===== src/rtl/ctrl_pipeline_if.sv =====
// Decoder-to-pipeline control interface: D-stage control word in, EX/MEM/WB state and hazard outputs back.
// Optional stall_count member present when CTRL_PIPELINE_STALL_CNT_EN is defined.
interface ctrl_pipeline_if #(
  parameter int unsigned CTRL_W = 32,
  parameter int unsigned REG_AW = 5
`ifdef CTRL_PIPELINE_STALL_CNT_EN
  , parameter int unsigned STALL_CNT_W = 16
`endif
);
  logic [CTRL_W-1:0] ctrl_in;
  logic              ctrl_valid;
  logic              hold;
  logic              stall;
  logic [CTRL_W-1:0] ex_ctrl;
  logic [CTRL_W-1:0] mem_ctrl;
  logic [CTRL_W-1:0] wb_ctrl;
  logic              ex_valid;
  logic              mem_valid;
  logic              wb_valid;
  logic [1:0]        fwd_a;
  logic [1:0]        fwd_b;
  logic              wb_we;
  logic [REG_AW-1:0] wb_rd;
`ifdef CTRL_PIPELINE_STALL_CNT_EN
  logic [STALL_CNT_W-1:0] stall_count;

  modport master (
    output ctrl_in, ctrl_valid, hold,
    input  stall, ex_ctrl, mem_ctrl, wb_ctrl, ex_valid, mem_valid, wb_valid,
    input  fwd_a, fwd_b, wb_we, wb_rd, stall_count
  );
  modport slave (
    input  ctrl_in, ctrl_valid, hold,
    output stall, ex_ctrl, mem_ctrl, wb_ctrl, ex_valid, mem_valid, wb_valid,
    output fwd_a, fwd_b, wb_we, wb_rd, stall_count
  );
`else
  modport master (
    output ctrl_in, ctrl_valid, hold,
    input  stall, ex_ctrl, mem_ctrl, wb_ctrl, ex_valid, mem_valid, wb_valid,
    input  fwd_a, fwd_b, wb_we, wb_rd
  );
  modport slave (
    input  ctrl_in, ctrl_valid, hold,
    output stall, ex_ctrl, mem_ctrl, wb_ctrl, ex_valid, mem_valid, wb_valid,
    output fwd_a, fwd_b, wb_we, wb_rd
  );
`endif
endinterface


===== src/rtl/ctrl_pipeline.sv =====
// MIPS control-word pipeline (EX/MEM/WB) with load-use stall, operand forwarding selects and WB strobe.
// Define CTRL_PIPELINE_STALL_CNT_EN to add a saturating stall_count output.
module ctrl_pipeline #(
  parameter int unsigned CTRL_W = 32,
  parameter int unsigned REG_AW = 5
`ifdef CTRL_PIPELINE_STALL_CNT_EN
  , parameter int unsigned STALL_CNT_W = 16
`endif
) (
  input logic           clk,
  input logic           rst_n,
  ctrl_pipeline_if.slave bus
);

  localparam int unsigned RS_LSB  = 19;
  localparam int unsigned RT_LSB  = 14;
  localparam int unsigned RD_LSB  = 9;
  localparam int unsigned WE_BIT  = 6;
  localparam int unsigned ALU_BIT = 5;
  localparam int unsigned WB_BIT  = 3;
  localparam int unsigned ST_BIT  = 0;
  localparam logic [CTRL_W-1:0] KEEP_MASK = CTRL_W'(32'h00FF_FFFF);

  logic [CTRL_W-1:0] ex_q, mem_q, wb_q;
  logic              ex_v_q, mem_v_q, wb_v_q;

  logic [REG_AW-1:0] d_rs, d_rt, ex_rs, ex_rt, ex_rd, mem_rd, wb_rd_f;
  logic              d_uses_rt, ex_uses_rt;
  logic              ex_load, mem_writes, mem_load, wb_writes;
  logic              stall_c;
  logic [1:0]        fwd_a_c, fwd_b_c;

  assign d_rs    = bus.ctrl_in[RS_LSB +: REG_AW];
  assign d_rt    = bus.ctrl_in[RT_LSB +: REG_AW];
  assign ex_rs   = ex_q[RS_LSB +: REG_AW];
  assign ex_rt   = ex_q[RT_LSB +: REG_AW];
  assign ex_rd   = ex_q[RD_LSB +: REG_AW];
  assign mem_rd  = mem_q[RD_LSB +: REG_AW];
  assign wb_rd_f = wb_q[RD_LSB +: REG_AW];

  // rt is a real source only for ALU-immediate-free ops and stores
  assign d_uses_rt  = bus.ctrl_in[ALU_BIT] | bus.ctrl_in[ST_BIT];
  assign ex_uses_rt = ex_q[ALU_BIT] | ex_q[ST_BIT];

  assign ex_load    = ex_v_q & ex_q[WE_BIT] & (ex_rd != '0) & ex_q[WB_BIT];
  assign mem_writes = mem_v_q & mem_q[WE_BIT] & (mem_rd != '0);
  assign mem_load   = mem_writes & mem_q[WB_BIT];
  assign wb_writes  = wb_v_q & wb_q[WE_BIT] & (wb_rd_f != '0);

  assign stall_c = bus.ctrl_valid & ex_load &
                   ((d_rs == ex_rd) | (d_uses_rt & (d_rt == ex_rd)));

  // Forwarding selects: MEM result beats WB result; loads in MEM never forward
  always_comb begin
    fwd_a_c = 2'b00;
    fwd_b_c = 2'b00;
    if (mem_writes && !mem_load && (ex_rs == mem_rd)) begin
      fwd_a_c = 2'b01;
    end else if (wb_writes && (ex_rs == wb_rd_f)) begin
      fwd_a_c = 2'b10;
    end
    if (ex_uses_rt) begin
      if (mem_writes && !mem_load && (ex_rt == mem_rd)) begin
        fwd_b_c = 2'b01;
      end else if (wb_writes && (ex_rt == wb_rd_f)) begin
        fwd_b_c = 2'b10;
      end
    end
  end

  // Stage registers; a stall turns the EX entry into a bubble
  always_ff @(posedge clk) begin
    if (!rst_n) begin
      ex_q    <= '0;
      mem_q   <= '0;
      wb_q    <= '0;
      ex_v_q  <= 1'b0;
      mem_v_q <= 1'b0;
      wb_v_q  <= 1'b0;
    end else if (!bus.hold) begin
      wb_q    <= mem_q;
      wb_v_q  <= mem_v_q;
      mem_q   <= ex_q;
      mem_v_q <= ex_v_q;
      if (stall_c) begin
        ex_q   <= '0;
        ex_v_q <= 1'b0;
      end else begin
        ex_q   <= bus.ctrl_in & KEEP_MASK;
        ex_v_q <= bus.ctrl_valid;
      end
    end
  end

`ifdef CTRL_PIPELINE_STALL_CNT_EN
  logic [STALL_CNT_W-1:0] stall_cnt_q;

  always_ff @(posedge clk) begin
    if (!rst_n) begin
      stall_cnt_q <= '0;
    end else if (!bus.hold && stall_c && (stall_cnt_q != '1)) begin
      stall_cnt_q <= stall_cnt_q + STALL_CNT_W'(1);
    end
  end

  assign bus.stall_count = stall_cnt_q;
`endif

  assign bus.stall     = stall_c;
  assign bus.fwd_a     = fwd_a_c;
  assign bus.fwd_b     = fwd_b_c;
  assign bus.ex_ctrl   = ex_q;
  assign bus.mem_ctrl  = mem_q;
  assign bus.wb_ctrl   = wb_q;
  assign bus.ex_valid  = ex_v_q;
  assign bus.mem_valid = mem_v_q;
  assign bus.wb_valid  = wb_v_q;
  assign bus.wb_we     = wb_writes;
  assign bus.wb_rd     = wb_writes ? wb_rd_f : '0;

endmodule

===== src/flat_wrapper.sv =====
// flat-port wrapper written by rule: the top's interface ports become plain ports
module ctrl_pipeline_flat 
#(
  parameter int unsigned CTRL_W = 32,
  parameter int unsigned REG_AW = 5

)
  (clk, rst_n, bus_ctrl_in, bus_ctrl_valid, bus_hold, bus_stall, bus_ex_ctrl, bus_mem_ctrl, bus_wb_ctrl, bus_ex_valid, bus_mem_valid, bus_wb_valid, bus_fwd_a, bus_fwd_b, bus_wb_we, bus_wb_rd);
  ctrl_pipeline_if #(.CTRL_W(CTRL_W), .REG_AW(REG_AW)) bus_i ();
  input logic clk;
  input logic rst_n;
  input wire logic [$bits(bus_i.ctrl_in)-1:0] bus_ctrl_in;
  input wire logic [$bits(bus_i.ctrl_valid)-1:0] bus_ctrl_valid;
  input wire logic [$bits(bus_i.hold)-1:0] bus_hold;
  output wire logic [$bits(bus_i.stall)-1:0] bus_stall;
  output wire logic [$bits(bus_i.ex_ctrl)-1:0] bus_ex_ctrl;
  output wire logic [$bits(bus_i.mem_ctrl)-1:0] bus_mem_ctrl;
  output wire logic [$bits(bus_i.wb_ctrl)-1:0] bus_wb_ctrl;
  output wire logic [$bits(bus_i.ex_valid)-1:0] bus_ex_valid;
  output wire logic [$bits(bus_i.mem_valid)-1:0] bus_mem_valid;
  output wire logic [$bits(bus_i.wb_valid)-1:0] bus_wb_valid;
  output wire logic [$bits(bus_i.fwd_a)-1:0] bus_fwd_a;
  output wire logic [$bits(bus_i.fwd_b)-1:0] bus_fwd_b;
  output wire logic [$bits(bus_i.wb_we)-1:0] bus_wb_we;
  output wire logic [$bits(bus_i.wb_rd)-1:0] bus_wb_rd;
  assign bus_i.ctrl_in = bus_ctrl_in;
  assign bus_i.ctrl_valid = bus_ctrl_valid;
  assign bus_i.hold = bus_hold;
  assign bus_stall = bus_i.stall;
  assign bus_ex_ctrl = bus_i.ex_ctrl;
  assign bus_mem_ctrl = bus_i.mem_ctrl;
  assign bus_wb_ctrl = bus_i.wb_ctrl;
  assign bus_ex_valid = bus_i.ex_valid;
  assign bus_mem_valid = bus_i.mem_valid;
  assign bus_wb_valid = bus_i.wb_valid;
  assign bus_fwd_a = bus_i.fwd_a;
  assign bus_fwd_b = bus_i.fwd_b;
  assign bus_wb_we = bus_i.wb_we;
  assign bus_wb_rd = bus_i.wb_rd;
  ctrl_pipeline #(.CTRL_W(CTRL_W), .REG_AW(REG_AW)) u_core (.clk(clk), .rst_n(rst_n), .bus(bus_i));
endmodule

===== config.mk =====
export PLATFORM = sky130hd
export DESIGN_NAME = ctrl_pipeline_flat
export DESIGN_NICKNAME = d
export VERILOG_FILES = /design/src/rtl/ctrl_pipeline_if.sv /design/src/rtl/ctrl_pipeline.sv /design/src/flat_wrapper.sv
export SDC_FILE = /design/constraint.sdc
export NUM_CORES = 1
export LEC_CHECK = 0
export ABC_AREA = 1
export BUFFER_PORTS_ARGS = -buffer_cell sky130_fd_sc_hd__buf_2
export CAP_MARGIN = 20
export CORE_MARGIN = 2
export CORE_UTILIZATION = 40
export DETAILED_ROUTE_END_ITERATION = 7
export PLACE_DENSITY = 0.79
export SLEW_MARGIN = 5
export SYNTH_ARGS = -nofsm -noshare
export SYNTH_HDL_FRONTEND = slang
export SYNTH_SLANG_ARGS = --single-unit

===== constraint.sdc =====
create_clock -name clk -period 1.6 [get_ports clk]
set_input_delay 0.08 -clock clk [delete_from_list [all_inputs] [get_ports clk]]
set_output_delay 0.08 -clock clk [all_outputs]
set_load 0.005 [all_outputs]

Word level (Yosys, flattened, before mapping)
Index checks and enable logic that the tools add are counted.

Register bits after elaboration: 99. Output and inout bits: 110.

Equality and inequality tests: 6. Mux-type cells: 8. Bitwise operators: 14. Reductions and logical operators: 9.

Operator list (count): == test 5 bit (6); 2-to-1 mux 24 bit (1); nonzero test 5 bit (3); bitwise AND 1 bit (11); 2-to-1 mux 2 bit (5); logical AND 1 bit (5); 2-to-1 mux 5 bit (1); OR 1 bit (3); zero test 1 bit (1); 2-to-1 mux 1 bit (1).

Longest topological paths before layout
Gate-level depths: netlist of the first run.

Word-level depth: 8. Gate-level depth with buffers: 10. Depth with buffers taken out: 9.

Worst setup path after synthesis of the first run
No wires, ideal clock.

Path type: register to register. Start point: reg u_core.ex_q[12], in the netlist u_core.bus.ex_ctrl[12]. End point: reg u_core.ex_q[6], in the netlist u_core.bus.ex_ctrl[6]. Arrival: 1105 ps. Data required time: 1467 ps. Slack: 362 ps. Cell stages (with the launch flop): 11. Buffers on the path: 1. Clock period less this slack: 1238 ps. Cell sequence: dfxtp_1 inv_2 nand2_1 nand2_1 nor2_1 nand3_1 nand2_2 nand2_4 buf_12 nand2_2 a21oi_1.

Cells in the longest elaborated chain, start to end: 6. Elaborated cells between the ends (all ways): 10.

Ends and longest elaborated chain: start: declaration (line ctrl_pipeline.sv:24) `logic [CTRL_W-1:0] ex_q, mem_q, wb_q;`; start signal: assignment (line ctrl_pipeline.sv:89) `ex_q <= bus.ctrl_in & KEEP_MASK;`; nonzero test 5 bit (line ctrl_pipeline.sv:45) `assign ex_load = ex_v_q & ex_q[WE_BIT] & (ex_rd != '0) & ex_q[WB_BIT];`; bitwise AND 1 bit (2 in a row) (line ctrl_pipeline.sv:45); bitwise AND 1 bit (line ctrl_pipeline.sv:50) `assign stall_c = bus.ctrl_valid & ex_load &`; bitwise AND 1 bit * (line ctrl_pipeline.sv:50); 2-to-1 mux 24 bit * (line ctrl_pipeline.sv:85) `if (stall_c) begin`.

Mark *: on every way between the ends. The rest lies on a longest branch, timed or not. A chain may end at the register's enable or synchronous reset.

Worst setup path in the final report of the first run
Start point: reg u_core.ex_q[11], in the netlist u_core.bus.ex_ctrl[11]. End point: out bus_stall.

Cells in the longest elaborated chain, start to end: 5. Elaborated cells between the ends (all ways): 9.

Ends and longest elaborated chain: nonzero test 5 bit (line ctrl_pipeline.sv:45); bitwise AND 1 bit (2 in a row) (line ctrl_pipeline.sv:45); bitwise AND 1 bit (line ctrl_pipeline.sv:50); bitwise AND 1 bit * (line ctrl_pipeline.sv:50); end: declaration (line flat_wrapper.sv:15) `output wire logic [$bits(bus_i.stall)-1:0] bus_stall;`.

Marked as above.

==> reports/qor.yml, run 1 <==
drtAntennaViolNets: 0
hp-class: "input pin to flip-flop"
globalRouteOverflowTotal: 0
grt_pass1_wl_um: 14300
io_pins: 146
antenna_found_initial: 0
cts-buffers-inserted: 9
cp.depth: 9
layout_setup_ws_ns: 0.0174
pwr_density_cell_nw_per_um2: 965
cp-end-kind: "output pin"
fill_cells: 770
drt_wl_total_um: 9360
grt_use_met1: 0.255
path_buf_inv: 3
place_area_um2: 3930
total_power_mw: 4.38
vias_per_cell: 4.79
ys_warn_count: 0
dr.pass1.iters: 4
worst_path_max_delay_cell: "dfxtp_4"
h-tree-depth: 3
reg2reg_depth: 11
post-route-drc-count: 0
preCtsSetupSlack_ns: 0.169
cts_sinks: 75
place.gp.congestion: 0.871
cts_tree: "done"
finalCritPeriodShare: 0.989
drv_slew: 0
grt_pass1_vias: 3049
start_kind: "flip-flop"
hold_depth: 3
synth_largest_area_cell: "dfxtp_1"
insertion_delay_ns: 0.35
yosysTopAreaCellShare: 0.446
grt_start_max_net_pins: 66
initial_core_util: 0.412
final_area_um2: 4530
dr_total_vias: 3361
wl_per_cell_um: 13.3
clock_skew_ns: 0.00901
synth_area_leaders: "dfxtp_1, o21ai_0, nor2_1"
required_ns: 1.52
clock.fmax_mhz: 632
crit_top_cell: "nand2_1"
design.die.area_um2: 9170
power.leakage_nw: 2.29
grt.busiest_layer: "met2"
first_iter_violations: 185
multiInputGateArea_um2: 1600
synth_area_per_cell_um2: 7.38
cpPeakStageDelay_ns: 0.39
ys_seq_area_frac: 0.446
crit_family: "simple AND/OR/NAND/NOR gates"
portBuffers: 113
diodes: 0
vdd_drop_max_v: 0.000554
setup-violations-final: 0
num_rows: 33
die_h_um: 95.7
ys_types: 24
worstSetupPathType: "flip-flop to output pin"
syn_inst: 456
die_w_um: 95.7
hold_violations: 0
maxCapViolations: 0
core-area_um2: 8180
ys_ff_latch: 75
area_growth_pct: 34.7
status: "finished, final reports clean"
grt_usage: 0.204
cts.path.max_buffers: 2
fin_crit_ns: 1.58
cts-root-buf: "clkbuf_8"
drive_gt1_frac: 0.322
rsz0062_at_grt: "true"
hpwl_um: 6160
grtUsageMet2: 0.321
met3_usage: 0.0509
worstPathArrival_ns: 1.50
synth_area_um2: 3370
cp_cell_sequence: "inv_2 > nand2_1 > nand2_1 > nor2_1 > nand3_1 > nand2_2 > nand2_8 > inv_1 > buf_2"
final_nets: 628
critPathMaxFanout: 6
regArea_um2: 1550
path_clk_slew_ns: 0.08
## worst reg2reg max path, cell delays in order (launching register included)
cell and delay, ns:
dfxtp_4 0.39, inv_2 0.06, nand2_1 0.06, nand2_1 0.06
nor2_1 0.12, nand3_1 0.11, nand2_2 0.14, buf_4 0.14
buf_4 0.12, nand2_8 0.11, nand2_1 0.09, a21oi_1 0.05
## cell type report
type / instances / share of cell area
multi-input combinational: 328 / 0.354
timing repair buffer: 150 / 0.205
clock inverter: 7 / 0.0204
inverter: 28 / 0.0232
clock buffer: 9 / 0.0273
tap: 105 / 0.0290
sequential: 75 / 0.342
## repair_timing
item,CTS,global route
cloned,1,0
resized for setup,20,17
hold buffers,24,0
pin swaps,2,4
endpoints found under the hold margin,24,0
setup endpoints to repair,5,12
buffers inserted,1,5
## sequential cells by signal, indices dropped and copies added, names as in the netlist
signal and flops:
u_core.bus.ex_ctrl 24, u_core.bus.ex_valid 1, u_core.bus.mem_ctrl 24, u_core.bus.mem_valid 1, u_core.bus.wb_ctrl 24, u_core.bus.wb_valid 1
## metal layers
| layer | wire, um | up-vias | share of wire |
|---|---|---|---|
| met1 | 4090 | 1507 | 0.44 |
| met5 | 0 | - | 0 |
| met3 | 606 | 17 | 0.065 |
| met4 | 237 | 0 | 0.025 |
| li1 | - | 1698 | - |
| met2 | 4430 | 139 | 0.47 |
## final timing paths
check                                         endpoint  slack (ns)                    from
worst min-delay path            u_core.bus.ex_ctrl[22]        0.03         bus_ctrl_in[22]
worst max register to register  u_core.bus.ex_ctrl[17]        0.03  u_core.bus.ex_ctrl[11]
worst min register to register   u_core.bus.wb_ctrl[7]        0.48   u_core.bus.wb_ctrl[7]
worst max-delay path                         bus_stall        0.02  u_core.bus.ex_ctrl[11]
## stage by stage
step                      utilization  instances  setup TNS (ns)  hold WS, ns
after global routing            0.555        702          -0.956      0.00425
after CTS                       0.544        697               0      0.00325
after floorplan                     -        479               0        0.215
final                           0.555        702               0       0.0290
after detailed placement        0.481        655               0        0.336
after global placement          0.481        655               0        0.331
## kinds of logic after synthesis
kind of cell	Yosys count	share of synthesized area
and+or+nand+nor	169	0.208
AOI/OAI and AO/OA	116	0.178
other	1	0.00111
DFF	75	0.446
buffers and inverters	77	0.120
xor gates and xnor gates	18	0.0468
## synth_stat cells
cell and count:
nor2_1 93, dfxtp_1 75, o21ai_0 75, nand2_1 46, a21oi_1 35, buf_4 24
clkbuf_1 22, inv_1 22, nand2_2 12, xnor2_1 11, xor2_1 7, inv_2 6
nor3_1 6, nand3_1 5, nand4_1 5, a21oi_2 4, and3_1 1, buf_12 1
buf_2 1, buf_6 1, conb_1 1, nand2_4 1, o211ai_1 1, o22ai_1 1
## where the power goes
group | internal, mW | switching, mW | total (mW)
registers | 1.99 | 0.137 | 2.13
logic | 0.315 | 0.351 | 0.667
clock network | 0.871 | 0.709 | 1.58
## layout by cell type (no fill, tap or decap), types with 2 or more instances in the layout
cell type / n
dfxtp_4: 9
xnor2_1: 10
nor2_1: 92
bufinv_16: 2
clkinvlp_4: 3
a21oi_1: 35
buf_12: 2
o21ai_0: 75
xor2_1: 7
dfxtp_1: 55
clkbuf_8: 9
dlygate4sd3_1: 24
nand2_1: 45
nand4_1: 5
inv_2: 6
buf_4: 11
clkinv_2: 2
nand2_2: 13
nor3_2: 3
conb_1: 24
dfxtp_2: 11
nand3_1: 5
nand2_8: 2
buf_2: 113
a21oi_2: 4
inv_1: 22
nor3_1: 3
No activity file was read; power rests on OpenSTA's default activity.
==> inputs of run 2 (changes only) <==
--- a/config.mk
+++ b/config.mk
@@ -9,3 +9,2 @@
 export BUFFER_PORTS_ARGS = -buffer_cell sky130_fd_sc_hd__buf_2
-export CAP_MARGIN = 20
 export CORE_MARGIN = 2
==> constraint.sdc (replaced) <==
create_clock -name clk -period 1.6 [get_ports clk]
set_input_delay 0.24 -clock clk [delete_from_list [all_inputs] [get_ports clk]]
set_output_delay 0.24 -clock clk [all_outputs]
set_load 0.005 [all_outputs]
==> run 2 against run 1 <==
Compared with the run above: the run now ends with negative setup slack left; first-iteration DRC count rose by 2.7%; clock-buffer cell count rose by 1; combinational power barely moved; global-route usage fell by 0.48 points; setup slack got worse by 0.16 ns; largest cell class unchanged.
==> reports/qor.yml, run 2 (synthesis results as in run 1) <==
power.share.switching: 0.279  # was 0.274
grt_start_max_net_pins: 76  # was 66
cts-root-buf: "clkbuf_8"  # unchanged
cts.path.max_buffers: 2  # unchanged
wl_per_cell_um: 13.0  # was 13.3 um
grt_use_met1: 0.258  # was 0.255
io_pins: 146  # unchanged
initial_core_util: 0.412  # unchanged
drive_gt1_frac: 0.369  # was 0.322
hp-class: "input pin to flip-flop"  # unchanged
area_growth_pct: 31.4  # was 34.7%
critPathMaxFanout: 4  # was 6
hold_start: "bus_ctrl_in[13]"  # was bus_ctrl_in[22]
setup-violations-final: 6  # was 0
grt_usage: 0.199  # was 0.204
path_clk_slew_ns: 0.08  # about the same
required_ns: 1.36  # was 1.52 ns
design.die.area_um2: 9170  # unchanged
intPower_mw: 3.06  # was 3.18 mW
final_area_um2: 4430  # was 4530 um^2
cp-end-kind: "output pin"  # unchanged
maxCapViolations: 0  # unchanged
met3_usage: 0.0619  # was 0.0509
portBuffers: 113  # unchanged
antenna_found_initial: 0  # unchanged
post-route-drc-count: 0  # unchanged
num_rows: 33  # unchanged
status: "finished with violations"  # was finished, final reports clean
power_frac_seq: 0.499  # was 0.486
grtUsageMet2: 0.312  # was 0.321
mostFrequentLayoutCell: "buf_2"  # unchanged
diodes: 0  # unchanged
power.leakage_nw: 2.27  # was 2.29 nW
regArea_um2: 1570  # was 1550 um^2
layout_setup_ws_ns: -0.140  # was 0.0174 ns
grt_pass1_vias: 2860  # was 3049
worstSetupPathType: "flip-flop to output pin"  # unchanged
grt.busiest_layer: "met2"  # unchanged
final_nets: 616  # was 628
multiInputGateArea_um2: 1620  # was 1600 um^2
dr_total_vias: 3285  # was 3361
insertion_delay_ns: 0.34  # was 0.35 ns
power.switching_mw: 1.19  # was 1.20 mW
first_iter_violations: 190  # was 185
cts_sinks: 75  # unchanged
clock_power_share: 0.343  # was 0.361
worstPathArrival_ns: 1.50  # about the same
core-area_um2: 8180  # unchanged
cts-buffers-inserted: 9  # unchanged
cts_tree: "done"  # unchanged
die_w_um: 95.7  # unchanged
hold_slack_ns: 0.124  # was 0.0290 ns
setup_tns_ns: -0.449  # was 0 ns
drtAntennaViolNets: 0  # unchanged
cp-startpoint: "u_core.bus.ex_ctrl[21]"  # was u_core.bus.ex_ctrl[11]
violations: "negative setup slack"
die_h_um: 95.7  # unchanged
postLayoutCoreUtil: 0.541  # was 0.555
grt_pass1_wl_um: 14100  # was 14300 um
final_cells: 690  # was 702
finalCritPeriodShare: 1.09  # was 0.989
drv_slew: 0  # unchanged
place.gp.congestion: 0.871  # about the same
final_cell_mix: "buf_2, nor2_1, o21ai_0"  # unchanged
hold_violations: 0  # unchanged
fill_cells: 787  # was 770
globalRouteOverflowTotal: 0  # unchanged
r2r_start: "u_core.bus.ex_ctrl[9]"  # was u_core.bus.ex_ctrl[11]
clock.fmax_mhz: 575  # was 632 MHz
total_power_mw: 4.25  # was 4.38 mW
vias_per_cell: 4.76  # was 4.79
h-tree-depth: 3  # unchanged
combPwrFrac: 0.157  # was 0.152
preCtsSetupSlack_ns: 0.141  # was 0.169 ns
vdd_drop_max_v: 0.000376  # was 0.000554 V
hpwl_um: 6150  # was 6160 um
dp_cells: 659  # was 655
rsz0062_at_grt: "true"  # unchanged
drt_wl_total_um: 8940  # was 9360 um
pwr_density_cell_nw_per_um2: 959  # was 965 nW/um^2
start_kind: "flip-flop"  # unchanged
dr.pass1.iters: 5  # was 4
fin_crit_ns: 1.74  # was 1.58 ns
clock_skew_ns: 0.00878  # was 0.00901 ns
place_area_um2: 3960  # was 3930 um^2
[run 2: cell types whose count changed in the layout (fill, tap and decap cells not counted), moves of 2 or more]
cell           change
dlygate4sd3_1     -24
buf_4             +10
dfxtp_4            +6
dfxtp_2            -4
buf_6              +3
nand2_1            -3
nand2_2            +3
xnor2_1            -3
xnor2_2            +3
dfxtp_1            -2
inv_1              -2
inv_4              +2
nand2_8            -2
[run 2: worst paths after layout]
check	depth (start not counted)	slack (ns)	end
max reg2reg	11	0.14	u_core.bus.ex_ctrl[1]
min	3	0.12	u_core.bus.ex_ctrl[13]
min reg2reg	2	0.48	u_core.bus.wb_ctrl[22]
max	6	-0.14	bus_fwd_a[1]
[run 2: power by group through the flow]
stage | Clock [mW] | Sequential (mW) | Combinational (mW)
5_1_grt | 1.59 | 2.14 | 0.763
3_5_place_dp | 0 | 2.16 | 0.601
6_report | 1.46 | 2.12 | 0.668
3_3_place_gp | 0 | 2.16 | 0.587
2_1_floorplan | 0 | 2.15 | 0.380
4_1_cts | 1.49 | 2.12 | 0.634
[run 2: final cells by class]
| type | instances | share of cell area |
|---|---|---|
| well taps | 105 | 0.0297 |
| clock inverters | 6 | 0.0147 |
| repair buffers | 139 | 0.180 |
| inverters | 28 | 0.0249 |
| flip-flops and latches | 75 | 0.354 |
| multi-input cells | 327 | 0.366 |
| clock buffers | 10 | 0.0311 |
[run 2: layer usage]
layer  share of wire  up-vias  routed length [um]
li1                -     1673                   -
met1            0.44     1470                3920
met2            0.47      125                4190
met3           0.074       17                 662
met4           0.018        0                 165
met5               0        -                   0
[run 2: worst max-delay path, stage by stage, from the launching register on]
cell and delay, ns:
dfxtp_4 0.37, buf_6 0.12, xor2_2 0.14, nor3_2 0.17
nand4_1 0.15, nor2_1 0.10, buf_2 0.12
[run 2: repair_timing]
item                       4_1_cts  5_1_grt
gates resized for setup         42       16
hold buffers                     0        0
setup endpoints to repair        6       19
pin swaps                       10       12
buffers inserted                 9        6
==> inputs of run 3 (changes only) <==
Settings changed: ABC_AREA 1 to default, PLACE_DENSITY 0.79 to 0.78.
==> run 3 against run 2 <==
Compared with the run above: the run still ends with negative setup slack left; clock power up 3%; global-route usage fell by 1.0 points; clock skew is 0.0031 ns lower; critical path depth decreased by 1; sequential share of layout area is 5.8 points lower; hold slack improved by 0.052 ns; core utilization rose by 1.8 points; critical endpoint is now bus_fwd_b[1].
==> reports/qor.yml, run 3 <==
endpoint: "bus_fwd_b[1]"  # was bus_fwd_a[1]
initial_core_util: 0.410  # was 0.412
fill_cells: 809  # was 787
finalCritPeriodShare: 1.33  # was 1.09
hpwl_um: 7000  # was 6150 um
diodes: 0  # unchanged
synth_adder_area_share: 0  # unchanged
worstSetupPathType: "flip-flop to output pin"  # unchanged
synth.area.mux_share: 0.133  # was 0
cts_tree: "done"  # unchanged
synth_compound_area_frac: 0.0667  # was 0.178
final_area_um2: 5140  # was 4430 um^2
ys_types: 31  # was 24
path_clk_slew_ns: 0.08  # about the same
cts_sinks: 75  # unchanged
layout_setup_ws_ns: -0.532  # was -0.140 ns
vdd_drop_max_v: 0.000392  # was 0.000376 V
power.share.switching: 0.286  # was 0.279
fin_crit_ns: 2.13  # was 1.74 ns
globalRouteOverflowTotal: 0  # unchanged
antenna_found_initial: 0  # unchanged
drive_gt1_frac: 0.412  # was 0.369
required_ns: 1.36  # about the same
place.gp.congestion: 0.878  # was 0.871
reg2reg_to: "u_core.bus.ex_ctrl[14]"  # was u_core.bus.ex_ctrl[1]
r2r_start: "u_core.bus.ex_ctrl[12]"  # was u_core.bus.ex_ctrl[9]
start_kind: "flip-flop"  # unchanged
power_frac_seq: 0.471  # was 0.499
critPathMaxFanout: 2  # was 4
intPower_mw: 3.22  # was 3.06 mW
ys_ff_latch: 75  # unchanged
post-route-drc-count: 0  # unchanged
wl_per_cell_um: 15.3  # was 13.0 um
clock_skew_ns: 0.00565  # was 0.00878 ns
multiInputGateArea_um2: 2260  # was 1620 um^2
synth_most_common_cell: "dfxtp_1"  # was nor2_1
synth_edf_count: 0  # unchanged
grt_pass1_vias: 2952  # was 2860
reg2reg_setup_slack_ns: -0.02  # was 0.14 ns
preCtsSetupSlack_ns: -0.170  # was 0.141 ns
ys.flop_type: "dfxtp_1"  # unchanged
die_h_um: 101  # was 95.7 um
maxCapViolations: 0  # unchanged
portBuffers: 113  # unchanged
place_area_um2: 4590  # was 3960 um^2
pwr_density_cell_nw_per_um2: 877  # was 959 nW/um^2
synth_area_per_cell_um2: 9.72  # was 7.38 um^2
synth-xor-area-share: 0.0697  # was 0.0468
insertion_delay_ns: 0.36  # was 0.34 ns
cts.path.max_buffers: 2  # unchanged
yosys.area_share.simple: 0.252  # was 0.208
status: "finished with violations"  # unchanged
syn_inst: 388  # was 456
h-tree-depth: 3  # unchanged
final_cell_mix: "buf_2, dfxtp_1, mux2i_1, nor2b_1, buf_4"  # was buf_2, nor2_1, o21ai_0
synth_largest_area_cell: "dfxtp_1"  # unchanged
drt_wl_total_um: 9910  # was 8940 um
final_nets: 567  # was 616
grt_start_max_net_pins: 101  # was 76
synth_top_family_by_area: "simple AND/OR/NAND/NOR gates"  # unchanged
ys_seq_area_frac: 0.398  # was 0.446
clock.fmax_mhz: 469  # was 575 MHz
synth_area_um2: 3770  # was 3370 um^2
grt_usage: 0.189  # was 0.199
worstPathArrival_ns: 1.89  # was 1.50 ns
synth_common_cells: "dfxtp_1, nor2b_1, mux2i_1"  # was nor2_1, dfxtp_1, o21ai_0
first_iter_violations: 126  # was 190
drtAntennaViolNets: 0  # unchanged
vias_per_cell: 5.01  # was 4.76
clock_power_share: 0.333  # was 0.343
power.leakage_nw: 2.46  # was 2.27 nW
die_w_um: 101  # was 95.7 um
cp-end-kind: "output pin"  # unchanged
setup-violations-final: 14  # was 6
cp-startpoint: "u_core.bus.mem_ctrl[10]"  # was u_core.bus.ex_ctrl[21]
drv_slew: 0  # unchanged
core-area_um2: 9200  # was 8180 um^2
io_pins: 146  # unchanged
power.switching_mw: 1.29  # was 1.19 mW
design.die.area_um2: 10200  # was 9170 um^2
combPwrFrac: 0.195  # was 0.157
ys_warn_count: 0  # unchanged
num_rows: 35  # was 33
async_flop_share: 0  # unchanged
dr_total_vias: 3243  # was 3285
rsz0062_at_grt: "true"  # unchanged
cts-root-buf: "clkbuf_8"  # unchanged
hold_violations: 0  # unchanged
hp-class: "input pin to flip-flop"  # unchanged
violations: "negative setup slack"  # unchanged
cts-buffers-inserted: 9  # unchanged
reg2reg_depth: 6  # was 11
synth_area_leaders: "dfxtp_1, mux2i_1, nor2b_1"  # was dfxtp_1, o21ai_0, nor2_1
dr.pass1.iters: 5  # unchanged
grt_pass1_wl_um: 15000  # was 14100 um
yosysTopAreaCellShare: 0.398  # was 0.446
hold_start: "bus_ctrl_in[10]"  # was bus_ctrl_in[13]
mostFrequentLayoutCell: "buf_2"  # unchanged
area_growth_pct: 36.5  # was 31.4%
regArea_um2: 1520  # was 1570 um^2
-- run 3: cell count changes in the layout (fill, tap and decap cells not counted), moves of 25 or more --
cell and delta:
a21oi_1 -35, nor2b_1 +50, mux2i_1 +50, nand3b_1 +25
nand2_1 -40, nor2_1 -89, o21ai_0 -74
-- run 3: per-layer routing --
metal,vias to the layer above,global-route usage,routed length [um]
met2,111,0.289,4520
li1,1589,-,-
met1,1523,0.265,4600
met4,0,0.0717,197
met3,20,0.0305,588
met5,-,0,0
-- run 3: power groups by stage --
stage               sequential [mW]  combinational [mW]  clock [mW]
finish                         2.13               0.880        1.50
global route                   2.14               0.962        1.60
CTS                            2.12               0.828        1.53
detailed placement             2.16               0.800           0
global placement               2.15               0.782           0
floorplan                      2.17               0.464           0
-- run 3: worst min path at each step --
stage                              to  slack, ns  cells past startpoint
2_1_floorplan   u_core.bus.ex_ctrl[0]       0.44                      2
3_3_place_gp   u_core.bus.wb_ctrl[20]       0.49                      2
3_5_place_dp   u_core.bus.wb_ctrl[23]       0.50                      2
4_1_cts        u_core.bus.ex_ctrl[13]       0.18                      3
5_1_grt        u_core.bus.ex_ctrl[10]       0.19                      3
6_report       u_core.bus.ex_ctrl[10]       0.18                      3
-- run 3: kinds of logic after synthesis --
logic type	after synthesis
muxes	50
buffers and inverters	51
other	1
xor gates and xnor gates	30
and+or+nand+nor	151
DFF	75
AOI/OAI and AO/OA	30
-- run 3: critical path, stage by stage (launching register included) --
cell and delay [ns]:
dfxtp_2 0.33, or4_4 0.54, o2111ai_4 0.23, or4_4 0.18, and3_4 0.17, buf_6 0.08
-- run 3: what timing repair did --
item	in CTS	in global routing
buffers inserted	4	3
hold endpoints to repair	0	0
gates resized for setup	16	36
pin swaps	7	19
setup endpoints to repair	6	31
gates cloned	0	2
hold buffers	0	0
-- run 3: cell type report --
cell class                      instances  area share
Multi-Input combinational cell        285       0.439
Sequential cell                        75       0.295
Timing Repair Buffer                  159       0.199
Clock inverter                          6      0.0126
Clock buffer                           10      0.0268
Inverter                                1    0.000730
Tap cell                              111      0.0270
-- run 3: per-stage QoR --
step	std cells	util	TNS (ns)	power, mW	hold slack (ns)
2_1_floorplan	411	-	0	2.63	0.439
3_3_place_gp	623	0.499	-0.209	2.93	0.492
3_5_place_dp	623	0.499	-0.365	2.96	0.502
4_1_cts	643	0.532	-2.14	4.47	0.176
5_1_grt	647	0.559	-3.53	4.70	0.187
6_report	647	0.559	-2.18	4.51	0.176
